File: config.mk
export PLATFORM = sky130hd
export DESIGN_NAME = id_ex_stage
export DESIGN_NICKNAME = d
export VERILOG_FILES = /design/src/rtl/id_ex_stage.sv
export SDC_FILE = /design/constraint.sdc
export NUM_CORES = 1
export LEC_CHECK = 0
export CAP_MARGIN = 20
export CORE_UTILIZATION = 41
export DETAILED_ROUTE_END_ITERATION = 8
export PLACE_DENSITY = 0.85
export SKIP_CTS_REPAIR_TIMING = 1
export SYNTH_ARGS = -nofsm -noshare
export SYNTH_HDL_FRONTEND = slang
export SYNTH_SLANG_ARGS = --single-unit
export TNS_END_PERCENT = 30
File: constraint.sdc
create_clock -name clk -period 2.3 [get_ports clk]
set_input_delay 0.23 -clock clk [delete_from_list [all_inputs] [get_ports clk]]
set_output_delay 0.23 -clock clk [all_outputs]
set_load 0.005 [all_outputs]
File: src/rtl/id_ex_stage.sv
// id_ex_stage -- ID/EX pipeline register of the 16-bit core.
//
// Registers the decoded instruction and presents the ALU operands, opcode and
// control signals to EX. Each source operand is resolved through a forwarding
// mux that checks EX, then MEM, then WB. Operand B is either the immediate or
// the forwarded rs2. A load in EX whose destination a decoding instruction
// needs raises a one-cycle stall and loads a bubble. A taken-branch flush
// squashes the incoming instruction and overrides the stall.
//
// Ports:
//   clk, rst                     clock (rising edge); synchronous active-high reset
//   id_valid, id_op              decode valid, ALU opcode
//   id_rs1/rs2/rd                register indices (r0 is hardwired zero)
//   id_rs1_val/rs2_val, id_imm   register-file read data, sign-extended immediate
//   id_use_imm                   operand B takes the immediate
//   id_reg_write/mem_read/mem_write  control
//   flush                        squash the incoming instruction
//   ex_result                    live ALU result of the instruction in EX
//   mem_we/rd/data, wb_we/rd/data  later-stage writeback candidates
//   stall                        combinational hold request to fetch/decode
//   ex_*                         registered EX-stage outputs

// One source-operand forwarding mux. Priority is EX > MEM > WB > register file.
// r0 never forwards, so a write that targets r0 cannot leak into an operand.
module id_ex_fwd #(
  parameter int WIDTH = 16,
  parameter int RBITS = 3
) (
  input  logic [RBITS-1:0] src,
  input  logic [WIDTH-1:0] reg_val,
  input  logic             ex_en,
  input  logic [RBITS-1:0] ex_rd,
  input  logic [WIDTH-1:0] ex_result,
  input  logic             mem_we,
  input  logic [RBITS-1:0] mem_rd,
  input  logic [WIDTH-1:0] mem_data,
  input  logic             wb_we,
  input  logic [RBITS-1:0] wb_rd,
  input  logic [WIDTH-1:0] wb_data,
  output logic [WIDTH-1:0] val
);
  logic nz;
  assign nz = (src != '0);

  always_comb begin
    val = reg_val;
    if (nz && ex_en && ex_rd == src)        val = ex_result;
    else if (nz && mem_we && mem_rd == src) val = mem_data;
    else if (nz && wb_we && wb_rd == src)   val = wb_data;
  end
endmodule

module id_ex_stage #(
  parameter int WIDTH = 16,
  parameter int RBITS = 3
) (
  input  logic             clk,
  input  logic             rst,
  input  logic             id_valid,
  input  logic [3:0]       id_op,
  input  logic [RBITS-1:0] id_rs1,
  input  logic [RBITS-1:0] id_rs2,
  input  logic [RBITS-1:0] id_rd,
  input  logic [WIDTH-1:0] id_rs1_val,
  input  logic [WIDTH-1:0] id_rs2_val,
  input  logic [WIDTH-1:0] id_imm,
  input  logic             id_use_imm,
  input  logic             id_reg_write,
  input  logic             id_mem_read,
  input  logic             id_mem_write,
  input  logic             flush,
  input  logic [WIDTH-1:0] ex_result,
  input  logic             mem_we,
  input  logic [RBITS-1:0] mem_rd,
  input  logic [WIDTH-1:0] mem_data,
  input  logic             wb_we,
  input  logic [RBITS-1:0] wb_rd,
  input  logic [WIDTH-1:0] wb_data,
  output logic             stall,
  output logic             ex_valid,
  output logic             ex_reg_write,
  output logic             ex_mem_read,
  output logic             ex_mem_write,
  output logic [3:0]       ex_op,
  output logic [WIDTH-1:0] ex_a,
  output logic [WIDTH-1:0] ex_b,
  output logic [WIDTH-1:0] ex_st_data,
  output logic [RBITS-1:0] ex_rd
);
  localparam int NUM_SRC = 2;

  typedef struct packed {
    logic             valid;
    logic             reg_write;
    logic             mem_read;
    logic             mem_write;
    logic [3:0]       op;
    logic [WIDTH-1:0] a;
    logic [WIDTH-1:0] b;
    logic [WIDTH-1:0] st_data;
    logic [RBITS-1:0] rd;
  } ex_req_t;

  ex_req_t ex_q, ex_d;

  logic [NUM_SRC-1:0][RBITS-1:0] src;
  logic [NUM_SRC-1:0][WIDTH-1:0] reg_val;
  logic [NUM_SRC-1:0][WIDTH-1:0] fwd_val;

  assign src     = {id_rs2, id_rs1};
  assign reg_val = {id_rs2_val, id_rs1_val};

  // A load in EX has no result yet; its consumers stall instead of forwarding.
  logic ex_fwd_en;
  assign ex_fwd_en = ex_q.valid && ex_q.reg_write && !ex_q.mem_read;

  for (genvar s = 0; s < NUM_SRC; s++) begin : g_fwd
    id_ex_fwd #(.WIDTH(WIDTH), .RBITS(RBITS)) u_fwd (
      .src       (src[s]),
      .reg_val   (reg_val[s]),
      .ex_en     (ex_fwd_en),
      .ex_rd     (ex_q.rd),
      .ex_result (ex_result),
      .mem_we    (mem_we),
      .mem_rd    (mem_rd),
      .mem_data  (mem_data),
      .wb_we     (wb_we),
      .wb_rd     (wb_rd),
      .wb_data   (wb_data),
      .val       (fwd_val[s])
    );
  end

  // Load-use hazard. The rs2 comparison is skipped for immediate ALU ops, but
  // a store still reads rs2 as store data even when operand B is the offset.
  logic hazard, rs1_hit, rs2_hit;
  assign rs1_hit = (ex_q.rd == id_rs1);
  assign rs2_hit = (ex_q.rd == id_rs2) && (!id_use_imm || id_mem_write);
  assign hazard  = id_valid && ex_q.valid && ex_q.mem_read &&
                   (ex_q.rd != '0) && (rs1_hit || rs2_hit);

  // Flush wins over the hazard; the squashed instruction need not wait.
  assign stall = hazard && !flush;

  always_comb begin
    ex_d           = '0;
    ex_d.valid     = 1'b1;
    ex_d.reg_write = id_reg_write;
    ex_d.mem_read  = id_mem_read;
    ex_d.mem_write = id_mem_write;
    ex_d.op        = id_op;
    ex_d.a         = fwd_val[0];
    ex_d.b         = id_use_imm ? id_imm : fwd_val[1];
    ex_d.st_data   = fwd_val[1];
    ex_d.rd        = id_rd;
  end

  // Reset, flush, hazard and empty decode all load the same all-zero bubble.
  // Because the bubble clears ex_valid, a stall lasts exactly one cycle.
  always_ff @(posedge clk) begin
    if (rst || flush || hazard || !id_valid) ex_q <= '0;
    else                                     ex_q <= ex_d;
  end

  assign ex_valid     = ex_q.valid;
  assign ex_reg_write = ex_q.reg_write;
  assign ex_mem_read  = ex_q.mem_read;
  assign ex_mem_write = ex_q.mem_write;
  assign ex_op        = ex_q.op;
  assign ex_a         = ex_q.a;
  assign ex_b         = ex_q.b;
  assign ex_st_data   = ex_q.st_data;
  assign ex_rd        = ex_q.rd;
endmodule

# [After elaboration in Yosys (flattened, before gate mapping)]
# Cells that the tools add are included.
# Widths: inputs -> output; s select.
[word_totals] regBits=59 inputBits=125 out_inout_bits=60 word_cells=55
[op_classes] n_eq_ne=6 mux=8 reduce_logical=32
[ops] operator="$mux 16" n=7
[ops] operator="$mux 59" n=1
[ops] operator="$logic_and 1x1->1" n=20
[ops] operator="$eq 3x3->1" n=6
[ops] operator="$reduce_bool 3->1" n=3
[ops] operator="$logic_or 1x1->1" n=5
[ops] operator="$logic_not 1->1" n=4

# [Logic depth before layout (Yosys ltp)]
# Gate-level depths: netlist (run 1).
[logic_depth] depth_word=8 ltp_mapped=8 depth_no_buf=5

# [Cells and area by module]
# A second synthesis (run 1) with hierarchy kept.
[unflattened] hier_cells=356 area_unflattened_um2=3535.9
[modules_own_cells] module="id_ex_stage" instances=1 cells_each=164 area_per_inst_um2=2137.0 seq_area_each_um2=1181.1
[modules_own_cells] module="id_ex_fwd" instances=2 cells_each=96 area_per_inst_um2=699.4 seq_area_each_um2=0.0

# [Least setup slack after synthesis (run 1)]
# OpenSTA, ideal clock, no wires.
[synth_timing] kind="input-to-reg" startpoint="input id_rs2[1]" endpoint="register ex_q (netlist bit ex_b[15])" setup_time_ps=149 arrival_time_ps=1749 required_time_ps=2151 path_slack_ps=402 stages=7 path_buffers=2 cell_sequence="buf_2 o21ba_2 o2111a_1 and2_1 clkbuf_1 o311ai_0 a221oi_1"
[synth_between] elab_chain_cells=7
[synth_lines] element="from (decl)" line_no="62" rtl="input logic [RBITS-1:0] id_rs2,"
[synth_lines] element="$reduce_bool 3->1" line_no="43" rtl="assign nz = (src != '0);"
[synth_lines] element="$logic_and 1x1->1 (2 in a row)" line_no="49" rtl="else if (nz && wb_we && wb_rd == src) val = wb_data;"
[synth_lines] element="$mux 16" line_no="49"
[synth_lines] element="$mux 16" line_no="48" rtl="else if (nz && mem_we && mem_rd == src) val = mem_data;"
[synth_lines] element="$mux 16" line_no="47" rtl="if (nz && ex_en && ex_rd == src) val = ex_result;"
[synth_lines] element="$mux 16" line_no="153" rtl="ex_d.b = id_use_imm ? id_imm : fwd_val[1];"
[synth_lines] element="to (signal assigned)" line_no="161" rtl="if (rst || flush || hazard || !id_valid) ex_q <= '0;"
[synth_lines] element="to (signal assigned)" line_no="162" rtl="else ex_q <= ex_d;"
[synth_lines] element="to (decl)" line_no="104" rtl="ex_req_t ex_q, ex_d;"
# Several ways; a longest one is shown, not always the timed one.
# A chain may end at the register's enable or synchronous reset.

# [Final worst setup path (run 1)]
[layout_timing] startpoint="input id_rs1[2]" endpoint="output stall"
[layout_between] elab_chain_cells=4
[layout_lines] element="from (decl)" line_no="61" rtl="input logic [RBITS-1:0] id_rs1,"
[layout_lines] element="$eq 3x3->1" line_no="137" rtl="assign rs1_hit = (ex_q.rd == id_rs1);"
[layout_lines] element="$logic_or 1x1->1" line_no="140" rtl="(ex_q.rd != '0) && (rs1_hit || rs2_hit);"
[layout_lines] element="$logic_and 1x1->1" line_no="140"
[layout_lines] element="$logic_and 1x1->1" line_no="143" rtl="assign stall = hazard && !flush;"
[layout_lines] element="to (decl)" line_no="79" rtl="output logic stall,"
# No other way between the ends.

==> reports/metrics.csv, run 1 <==
stage;metric;value;unit
floorplan;cell row count;34;
power_and_ir_drop;Comb power frac;25.7;%
setup_path;Crit path top cell by count;clkdlybuf4s50_1;
layout;nets;790;
synth;Ys Warns;0;
global_route;largest net degree at the start of global routing;37;
floorplan;IO Count;185;
sta;Tcrit/Tclk final;97.3;%
sta;final hold violation count;0;
setup_path;CP required;2.07;ns
setup_path;Setup CP Type;input port to output pin;
synth;mapped cell area;0.00364;mm2
route;antenna viol nets, final;0;
synth;Post-synth EDFFs;0;
clock_tree;Worst-Skew Late Latency;0.34;ns
sta;Setup WS post-layout;0.0611;ns
sta;# setup viols final;0;
synth;Post-synth ARST share;0;%
synth;top cells by count, synth;dfxtp_1 (59), nand2_1 (50), a21oi_1 (49);
power_and_ir_drop;Reg power frac;38.5;%
synth;syn_area_per_cell;7.84;um2
place;global placement routability congestion;0.976;
clock_tree;TritonCTS buffer count;9;
setup_path;CP arrival;2.01;ns
floorplan;core box area;0.00864;mm2
outcome;failing checks;DRC;
place;Final HPWL DP;11700;um
route;number of iterations in the first detailed-routing pass;7;
power_and_ir_drop;Leakage;2.45;nW
floorplan;Die ar.;0.00926;mm2
setup_path;CP max FO;4;
power_and_ir_drop;Psw;0.000750;W
sta;WHS;0.463;ns
route;starting DRC count in detailed routing;400;
floorplan;die height;96.2;um
setup_path;crit start category;input port;
global_route;grt total ovfl;0;
power_and_ir_drop;Clock power frac;35.8;%
sta;fin crit period;2.24;ns
power_and_ir_drop;Sw Ratio;27.0;%
power_and_ir_drop;power per cell area;454;mW/mm2
global_route;initial antenna violation count;0;
setup_path;slowest cell delay on critical path;0.52;ns
synth;distinct cell type count after synthesis;49;
power_and_ir_drop;P_int;0.00203;W
floorplan;die width;96.2;um
synth;count leader, synth;dfxtp_1;
power_and_ir_drop;Worst VDD drop;0.000293;V
global_route;first-pass GRT wire length;22500;um
setup_path;worst-case reg-to-reg path depth;7;
setup_path;Worst path slowest cell;clkdlybuf4s50_1;
setup_path;Worst setup EP type;output pin;
outcome;run status;complete, but fails checks;
sta;Worst Max-Slew Pin Slew;0.628;ns
synth;Synthesized Nets;589;
route;DRC viols;1;
clock_tree;CTS clk-pin slew, worst paths;0.07;ns
sta;final slew viol count;0;
route;via/cell ratio;5.98;
global_route;GRT Total Usage;32.1;%
hold_path;hold crit path type;input port to flip-flop;
place;quantity of I/O buffers inserted on ports;184;
job;MaxCap Viol Count;0;
synth;leading area contributor after synthesis;dfxtp_1;
clock_tree;H-tree depth;3;
global_route;number of global-route vias before repair;4358;
clock_tree;Max clock buf depth;2;
sta;setup TNS;0;ns
route;Post-Route WL;15000;um
layout;area grow syn2layout;68.2;%
route;Via Count;4651;
synth;Synth area leaders;dfxtp_1 (32%), o311ai_0 (7.9%), a21oi_1 (6.7%);
synth;Synth top area share;32.5;%
setup_path;critical-path cell list;clkdlybuf4s50_1, xor2_1, nor3_2, o21ai_1, nor2_1, clkdlybuf4s50_1;
sta;worst rel slew slack;57.6;%
layout;share of layout cells above drive strength 1;11.9;%
clock_tree;clock root buffer;clkbuf_8;
clock_tree;CTS tree;done;
layout;antenna fix cells;0;
synth;Synth Instances;464;
floorplan;Initial Util;42.1;%
place;pre-CTS WS;-0.204;ns
clock_tree;clk sinks;59;
sta;FMAX;447;MHz
sta;skew final;0.0105;ns
hold_path;WHS Path Cells;2;
synth;Post-synth top flop;dfxtp_1;
route;post-DR wirelength/cell;19.3;um
synth;#FFs+latches synth;59;
layout;Filler Cell Count;703;
synth;Seq/Total Area, Yosys;32.5;%
## per-layer routing
layer	track usage [%]	part of all wire [%]	wire length [um]
met1	42.8	42	6250
met2	51.8	47	7080
met3	4.82	8.5	1280
met4	12.3	2.9	442
met5	0	0	0
## cells in the final DEF, fill, tap and decap left out, drive strengths merged, types with 23 or more instances in the layout
| cell | instances |
|---|---|
| o311ai | 47 |
| clkdlybuf4s50 | 183 |
| a21oi | 50 |
| nand3 | 34 |
| inv | 23 |
| and3 | 25 |
| nand2 | 50 |
| dfxtp | 59 |
| buf | 51 |
## state kept, by name, indices dropped and copies added, names as in the netlist
signal and cells:
ex_mem_write 1, ex_mem_read 1, ex_rd 3, ex_reg_write 1
ex_valid 1, ex_b 16, ex_op 4, ex_a 16
ex_st_data 16
## worst paths after layout
path / start / endpoint / slack, ns
setup / recovery: id_rs1[2] / stall / 0.06
hold / removal: id_rd[1] / ex_rd[1]$_SDFF_PP0_ / 0.46
setup reg to reg: ex_rd[1]$_SDFF_PP0_ / ex_b[5]$_SDFF_PP0_ / 0.29
hold reg to reg: ex_valid$_DFF_P_ / ex_rd[1]$_SDFF_PP0_ / 0.94
## final cells by class
type / count / area [um2] / share of cell area (%)
multi-input combinational: 337 / 2200 / 35.9
clock buffer: 12 / 155 / 2.53
tap: 108 / 135 / 2.21
inverter: 23 / 86.3 / 1.41
clock inverter: 4 / 48.8 / 0.797
sequential: 59 / 1180 / 19.3
timing repair buffer: 235 / 2310 / 37.8
## power by group through the flow
stage                     sequential (W)  clock, W  combinational [W]
after CTS                        0.00107  0.000998           0.000700
after floorplan                  0.00109         0           0.000261
after global placement           0.00109         0           0.000685
after global routing             0.00107   0.00104           0.000761
final                            0.00107  0.000994           0.000713
after detailed placement         0.00109         0           0.000696
## cells by family (layout without fill, tap and decap cells)
logic type,after synthesis,after routing,synth area share [%]
XOR/XNOR,13,13,3.13
AND/OR/NAND/NOR,148,148,21.2
AO/OA/AOI/OAI,176,176,35.4
flip-flops,59,59,32.5
buffers and inverters,68,274,7.84
## worst max-delay path, delay by kind of cell
| family | cells | cell delay [ns] |
|---|---|---|
| buf+inv | 2 | 1.03 |
| simple gates | 2 | 0.40 |
| compound gates | 1 | 0.15 |
| xor+xnor | 1 | 0.20 |
## stage by stage
stage	cells	instance area, um2	total power (W)	util (%)
finish	778	6120	0.00278	70.9
detailed placement	760	5890	0.00179	68.2
global placement	760	5890	0.00178	68.2
global route	778	6120	0.00287	70.9
CTS	776	6090	0.00277	70.5
floorplan	464	3640	0.00135	-
Power figures use the tool's default switching activity.
==> run 2, diff against run 1 <==
- CORE_ASPECT_RATIO: default -> 1.5
==> run 2 against run 1 <==
The flow now finishes without violations; critical endpoint unchanged; largest power group is now clock; largest cell class unchanged; worst setup slack improved by 0.072 ns; via count grew 2.1%; power increased by 8.3%; routed wire length up 2.1%; maximum frequency up 3.3%; critical path depth fell by 1; flip-flop and latch count unchanged.
==> reports/metrics.csv, run 2 (synthesis results as in run 1) <==
stage;metric;value;unit
outcome;run status;complete, no violations;
setup_path;worst-case reg-to-reg path depth;7;
clock_tree;TritonCTS buffer count;9;
power_and_ir_drop;Sw Ratio;26.0;%
sta;final hold violation count;0;
clock_tree;Max clock buf depth;2;
global_route;GRT Total Usage;33.4;%
hold_path;hold crit path type;input port to flip-flop;
route;starting DRC count in detailed routing;456;
setup_path;slowest cell delay on critical path;0.51;ns
layout;nets;787;
route;number of iterations in the first detailed-routing pass;5;
layout;antenna fix cells;0;
setup_path;r2r setup slk;0.24;ns
hold_path;startpoint of the worst hold path;id_op[3];
power_and_ir_drop;Clock power frac;40.5;%
sta;FMAX;461;MHz
clock_tree;Worst-Skew Late Latency;0.33;ns
sta;skew final;0.00591;ns
setup_path;Setup CP Type;flip-flop to output pin;
floorplan;die height;117;um
sta;final slew viol count;0;
setup_path;CP arrival;1.94;ns
sta;worst rel slew slack;62.3;%
sta;# setup viols final;0;
layout;Filler Cell Count;692;
clock_tree;CTS clk-pin slew, worst paths;0.05;ns
setup_path;CP max FO;4;
setup_path;Worst Path Buf+Inv;1;
route;Via Count;4747;
global_route;number of global-route vias before repair;4753;
sta;setup TNS;0;ns
power_and_ir_drop;Psw;0.000783;W
power_and_ir_drop;P_int;0.00222;W
place;Final HPWL DP;11800;um
power_and_ir_drop;Leakage;2.46;nW
setup_path;CP top delay family;buffers and inverters;
clock_tree;H-tree depth;3;
route;Post-Route WL;15400;um
hold_path;WHS Path Cells;2;
sta;fin crit period;2.17;ns
route;DRC viols;0;
global_route;largest net degree at the start of global routing;37;
place;quantity of I/O buffers inserted on ports;184;
power_and_ir_drop;Reg power frac;35.6;%
layout;most frequent cells in the layout;clkdlybuf4s50_1 (182), dfxtp_1 (58), nand2_1 (50);
setup_path;crit start category;flip-flop;
power_and_ir_drop;Worst VDD drop;0.000379;V
floorplan;cell row count;41;
floorplan;Die ar.;0.00926;mm2
sta;WHS;0.470;ns
sta;Worst Max-Slew Pin Slew;0.565;ns
power_and_ir_drop;power per cell area;490;mW/mm2
power_and_ir_drop;Comb power frac;23.9;%
power_and_ir_drop;Final Power;0.00301;W
route;via/cell ratio;6.13;
setup_path;critical-path cell list;xor2_1, a2111oi_2, o21ai_1, nor2_1, clkdlybuf4s50_1;
place;Placed Cells;758;
hold_path;Worst Hold End;ex_op[3]$_SDFF_PP0_;
layout;most common cell after layout, fill and taps aside;clkdlybuf4s50_1;
clock_tree;CTS tree;done;
job;MaxCap Viol Count;0;
setup_path;Worst path slowest cell;clkdlybuf4s50_1;
setup_path;Worst setup EP type;output pin;
sta;Tcrit/Tclk final;94.2;%
setup_path;reg2reg end;ex_b[4]$_SDFF_PP0_;
place;global placement routability congestion;0.946;
global_route;initial antenna violation count;0;
layout;area grow syn2layout;68.6;%
floorplan;IO Count;185;
clock_tree;clk sinks;59;
global_route;grt total ovfl;0;
sta;RSZ-0062 raised after global routing;no;
global_route;first-pass GRT wire length;23600;um
route;antenna viol nets, final;0;
setup_path;R2R Path Start;ex_rd[0]$_SDFF_PP0_;
floorplan;Initial Util;42.7;%
clock_tree;clock root buffer;clkbuf_16;
floorplan;die width;78.9;um
setup_path;CP required;2.07;ns
floorplan;core box area;0.00852;mm2
route;post-DR wirelength/cell;19.9;um
layout;final cell count without fillers;774;
layout;share of layout cells above drive strength 1;11.2;%
## run 2: cell count changes in the layout (fill, tap and decap cells not counted), sizes merged
| cell | change |
|---|---|
| clkinvlp | +1 |
| buf | -3 |
| clkdlybuf4s50 | -1 |
| bufinv | -1 |
| dlymetal6s2s | +1 |
## run 2: routing by layer
metal	part of all wire [%]	vias to the layer above	wire, um	global-route usage (%)
li1	-	2156	-	-
met1	33	2186	5110	34.2
met2	52	334	7940	59.1
met3	8.8	71	1360	7.63
met4	6.2	0	951	21.9
met5	0	-	0	0
## run 2: final cells by class
type / instances / area [um2] / share of cell area [%]
Clock inverter: 4 / 26.3 / 0.428
Tap cell: 107 / 134 / 2.18
Clock buffer: 12 / 246 / 4.02
Sequential cell: 59 / 1180 / 19.3
Inverter: 23 / 86.3 / 1.41
Timing Repair Buffer: 232 / 2270 / 37.0
Multi-Input combinational cell: 337 / 2190 / 35.7
## run 2: stage by stage
stage	worst slack, ns	instance area [um2]	utilization [%]
final	0.133	6140	72.1
after CTS	-0.239	6120	71.8
after global routing	0.0232	6140	72.1
after global placement	-0.176	5850	68.6
after floorplan	0.402	3640	-
after detailed placement	-0.288	5850	68.6
## run 2: power groups by stage
| stage | Sequential (W) | Clock [W] | Combinational, W |
|---|---|---|---|
| floorplan | 0.00109 | 0 | 0.000261 |
| global placement | 0.00109 | 0 | 0.000687 |
| detailed placement | 0.00109 | 0 | 0.000701 |
| CTS | 0.00107 | 0.00122 | 0.000706 |
| global route | 0.00107 | 0.00127 | 0.000764 |
| finish | 0.00107 | 0.00122 | 0.000719 |
## run 2: worst max-delay path by stage
stage	startpoint	end	slack, ns	cells after the start
floorplan	id_rs2[1]	ex_b[15]$_SDFF_PP0_	0.40	7
global placement	id_rs1[1]	ex_a[1]$_SDFF_PP0_	-0.18	6
detailed placement	id_rs1[1]	ex_b[4]$_SDFF_PP0_	-0.29	7
CTS	id_rs1[1]	stall	-0.24	6
global route	id_rs1[2]	ex_a[15]$_SDFF_PP0_	0.02	6
finish	ex_rd[1]$_SDFF_PP0_	stall	0.13	5
## run 2: worst register-to-register path, stage by stage (launching register included)
cell      delay (ns)
dfxtp_1         0.41
xor2_1          0.27
buf_4           0.17
nor3_1          0.05
o21ai_1         0.38
nand2_1         0.19
buf_4           0.21
o221ai_1        0.28
==> run 3, diff against run 2 <==
- CORE_MARGIN: default -> 3
==> run 3 against run 2 <==
Clock power is 20% higher; largest power group unchanged; sequential power hardly changed; non-clock buffer count is 1 higher; highest routed layer unchanged; via count rose by 0.99%; routed wire length rose by 7.1%; sequential share of layout area decreased by 0.34 points; global-route usage down 1.9 points.
==> reports/metrics.csv, run 3 (synthesis results as in run 1) <==
stage;metric;value;unit
layout;most common cell after layout, fill and taps aside;clkdlybuf4s50_1;
floorplan;cell row count;41;
setup_path;Setup CP Type;input port to output pin;
power_and_ir_drop;Leakage;2.50;nW
route;DRC viols;0;
route;antenna viol nets, final;0;
clock_tree;H-tree depth;3;
power_and_ir_drop;power per cell area;524;mW/mm2
sta;Worst Max-Slew Pin Slew;0.529;ns
setup_path;Crit path top cell by count;clkdlybuf4s50_1;
power_and_ir_drop;Sw Ratio;25.8;%
global_route;first-pass GRT wire length;24900;um
clock_tree;clock root buffer;clkbuf_16;
route;starting DRC count in detailed routing;352;
global_route;GRT Total Usage;31.6;%
clock_tree;clk sinks;59;
layout;area grow syn2layout;71.6;%
route;post-DR wirelength/cell;21.2;um
layout;most frequent cells in the layout;clkdlybuf4s50_1 (182), dfxtp_1 (58), nand2_1 (50);
power_and_ir_drop;P_int;0.00243;W
sta;WHS;0.466;ns
sta;final slew viol count;0;
sta;# setup viols final;0;
setup_path;R2R Path Start;ex_rd[2]$_SDFF_PP0_;
setup_path;Worst path slowest cell;clkdlybuf4s50_1;
setup_path;Worst Path Buf+Inv;2;
clock_tree;Max clock buf depth;2;
place;global placement routability congestion;0.965;
clock_tree;CTS tree;done;
sta;skew final;0.00290;ns
layout;nets;788;
global_route;number of global-route vias before repair;4772;
floorplan;Initial Util;42.7;%
route;number of iterations in the first detailed-routing pass;5;
floorplan;die height;121;um
setup_path;Worst setup EP type;output pin;
layout;share of layout cells above drive strength 1;11.7;%
power_and_ir_drop;Comb power frac;22.3;%
clock_tree;Worst-Skew Late Latency;0.33;ns
power_and_ir_drop;Reg power frac;32.7;%
place;Final HPWL DP;12600;um
global_route;initial antenna violation count;0;
setup_path;CP required;2.07;ns
hold_path;hold crit path type;input port to flip-flop;
sta;RSZ-0062 raised after global routing;no;
place;pre-CTS WS;-0.138;ns
outcome;run status;complete, no violations;
setup_path;Worst Setup SP;id_rs1[1];
sta;worst rel slew slack;64.7;%
route;Via Count;4794;
place;quantity of I/O buffers inserted on ports;184;
setup_path;slowest cell delay on critical path;0.53;ns
power_and_ir_drop;Psw;0.000843;W
job;MaxCap Viol Count;0;
sta;setup TNS;0;ns
global_route;largest net degree at the start of global routing;37;
sta;FMAX;455;MHz
floorplan;die width;82.9;um
sta;fin crit period;2.20;ns
clock_tree;CTS clk-pin slew, worst paths;0.05;ns
route;via/cell ratio;6.19;
setup_path;r2r setup slk;0.40;ns
sta;Setup WS post-layout;0.0998;ns
hold_path;startpoint of the worst hold path;id_op[1];
setup_path;CP max FO;6;
power_and_ir_drop;Worst VDD drop;0.000497;V
layout;Filler Cell Count;681;
route;Post-Route WL;16500;um
sta;final hold violation count;0;
floorplan;core box area;0.00852;mm2
sta;Tcrit/Tclk final;95.7;%
setup_path;crit start category;input port;
layout;antenna fix cells;0;
setup_path;CP arrival;1.97;ns
clock_tree;TritonCTS buffer count;9;
setup_path;CP top delay family;buffers and inverters;
setup_path;critical-path cell list;clkdlybuf4s50_1, xor2_1, nor3_2, o21ai_1, nor2_1, clkdlybuf4s50_1;
global_route;grt total ovfl;0;
floorplan;Die ar.;0.0101;mm2
floorplan;IO Count;185;
power_and_ir_drop;Clock power frac;44.9;%
-- run 3: power by group through the flow --
stage / registers [W] / clock network [W] / logic (W)
after floorplan: 0.00109 / 0 / 0.000261
after global routing: 0.00107 / 0.00151 / 0.000774
after CTS: 0.00107 / 0.00148 / 0.000719
final: 0.00107 / 0.00147 / 0.000732
after global placement: 0.00109 / 0 / 0.000705
after detailed placement: 0.00109 / 0 / 0.000713
-- run 3: worst paths after layout --
kind	endpoint	cells after the start
min reg2reg	ex_op[3]$_SDFF_PP0_	5
max	stall	6
max reg2reg	ex_st_data[4]$_SDFF_PP0_	6
min	ex_op[1]$_SDFF_PP0_	2
-- run 3: worst register-to-register path, delay by kind of cell (launching register included) --
family,cells,cell delay [ns]
AO/OA/AOI/OAI,2,0.28
XOR/XNOR,1,0.15
buffers and inverters,1,0.23
flip-flops,1,0.42
AND/OR/NAND/NOR,2,0.69
-- run 3: per-stage QoR --
stage	area, um2	power (W)	std cells	util [%]
floorplan	3640	0.00135	464	-
global placement	5900	0.00180	759	69.3
detailed placement	5900	0.00181	759	69.3
CTS	6230	0.00327	775	73.1
global route	6240	0.00336	775	73.3
finish	6240	0.00327	775	73.3
-- run 3: cell type report --
| type | count | area [um2] | share of cell area [%] |
|---|---|---|---|
| Timing Repair Buffer | 233 | 2330 | 37.3 |
| Clock inverter | 7 | 98.8 | 1.58 |
| Sequential cell | 59 | 1180 | 18.9 |
| Clock buffer | 9 | 225 | 3.61 |
| Tap cell | 107 | 134 | 2.14 |
| Multi-Input combinational cell | 337 | 2190 | 35.1 |
| Inverter | 23 | 86.3 | 1.38 |
-- run 3: routing by layer --
metal / vias to the layer above / global-route usage (%) / part of all wire (%)
met5: - / 0 / 0
met1: 2198 / 31.2 / 33
met2: 361 / 57.8 / 51
met4: 0 / 21.3 / 7.0
li1: 2160 / - / -
met3: 75 / 7.40 / 8.9
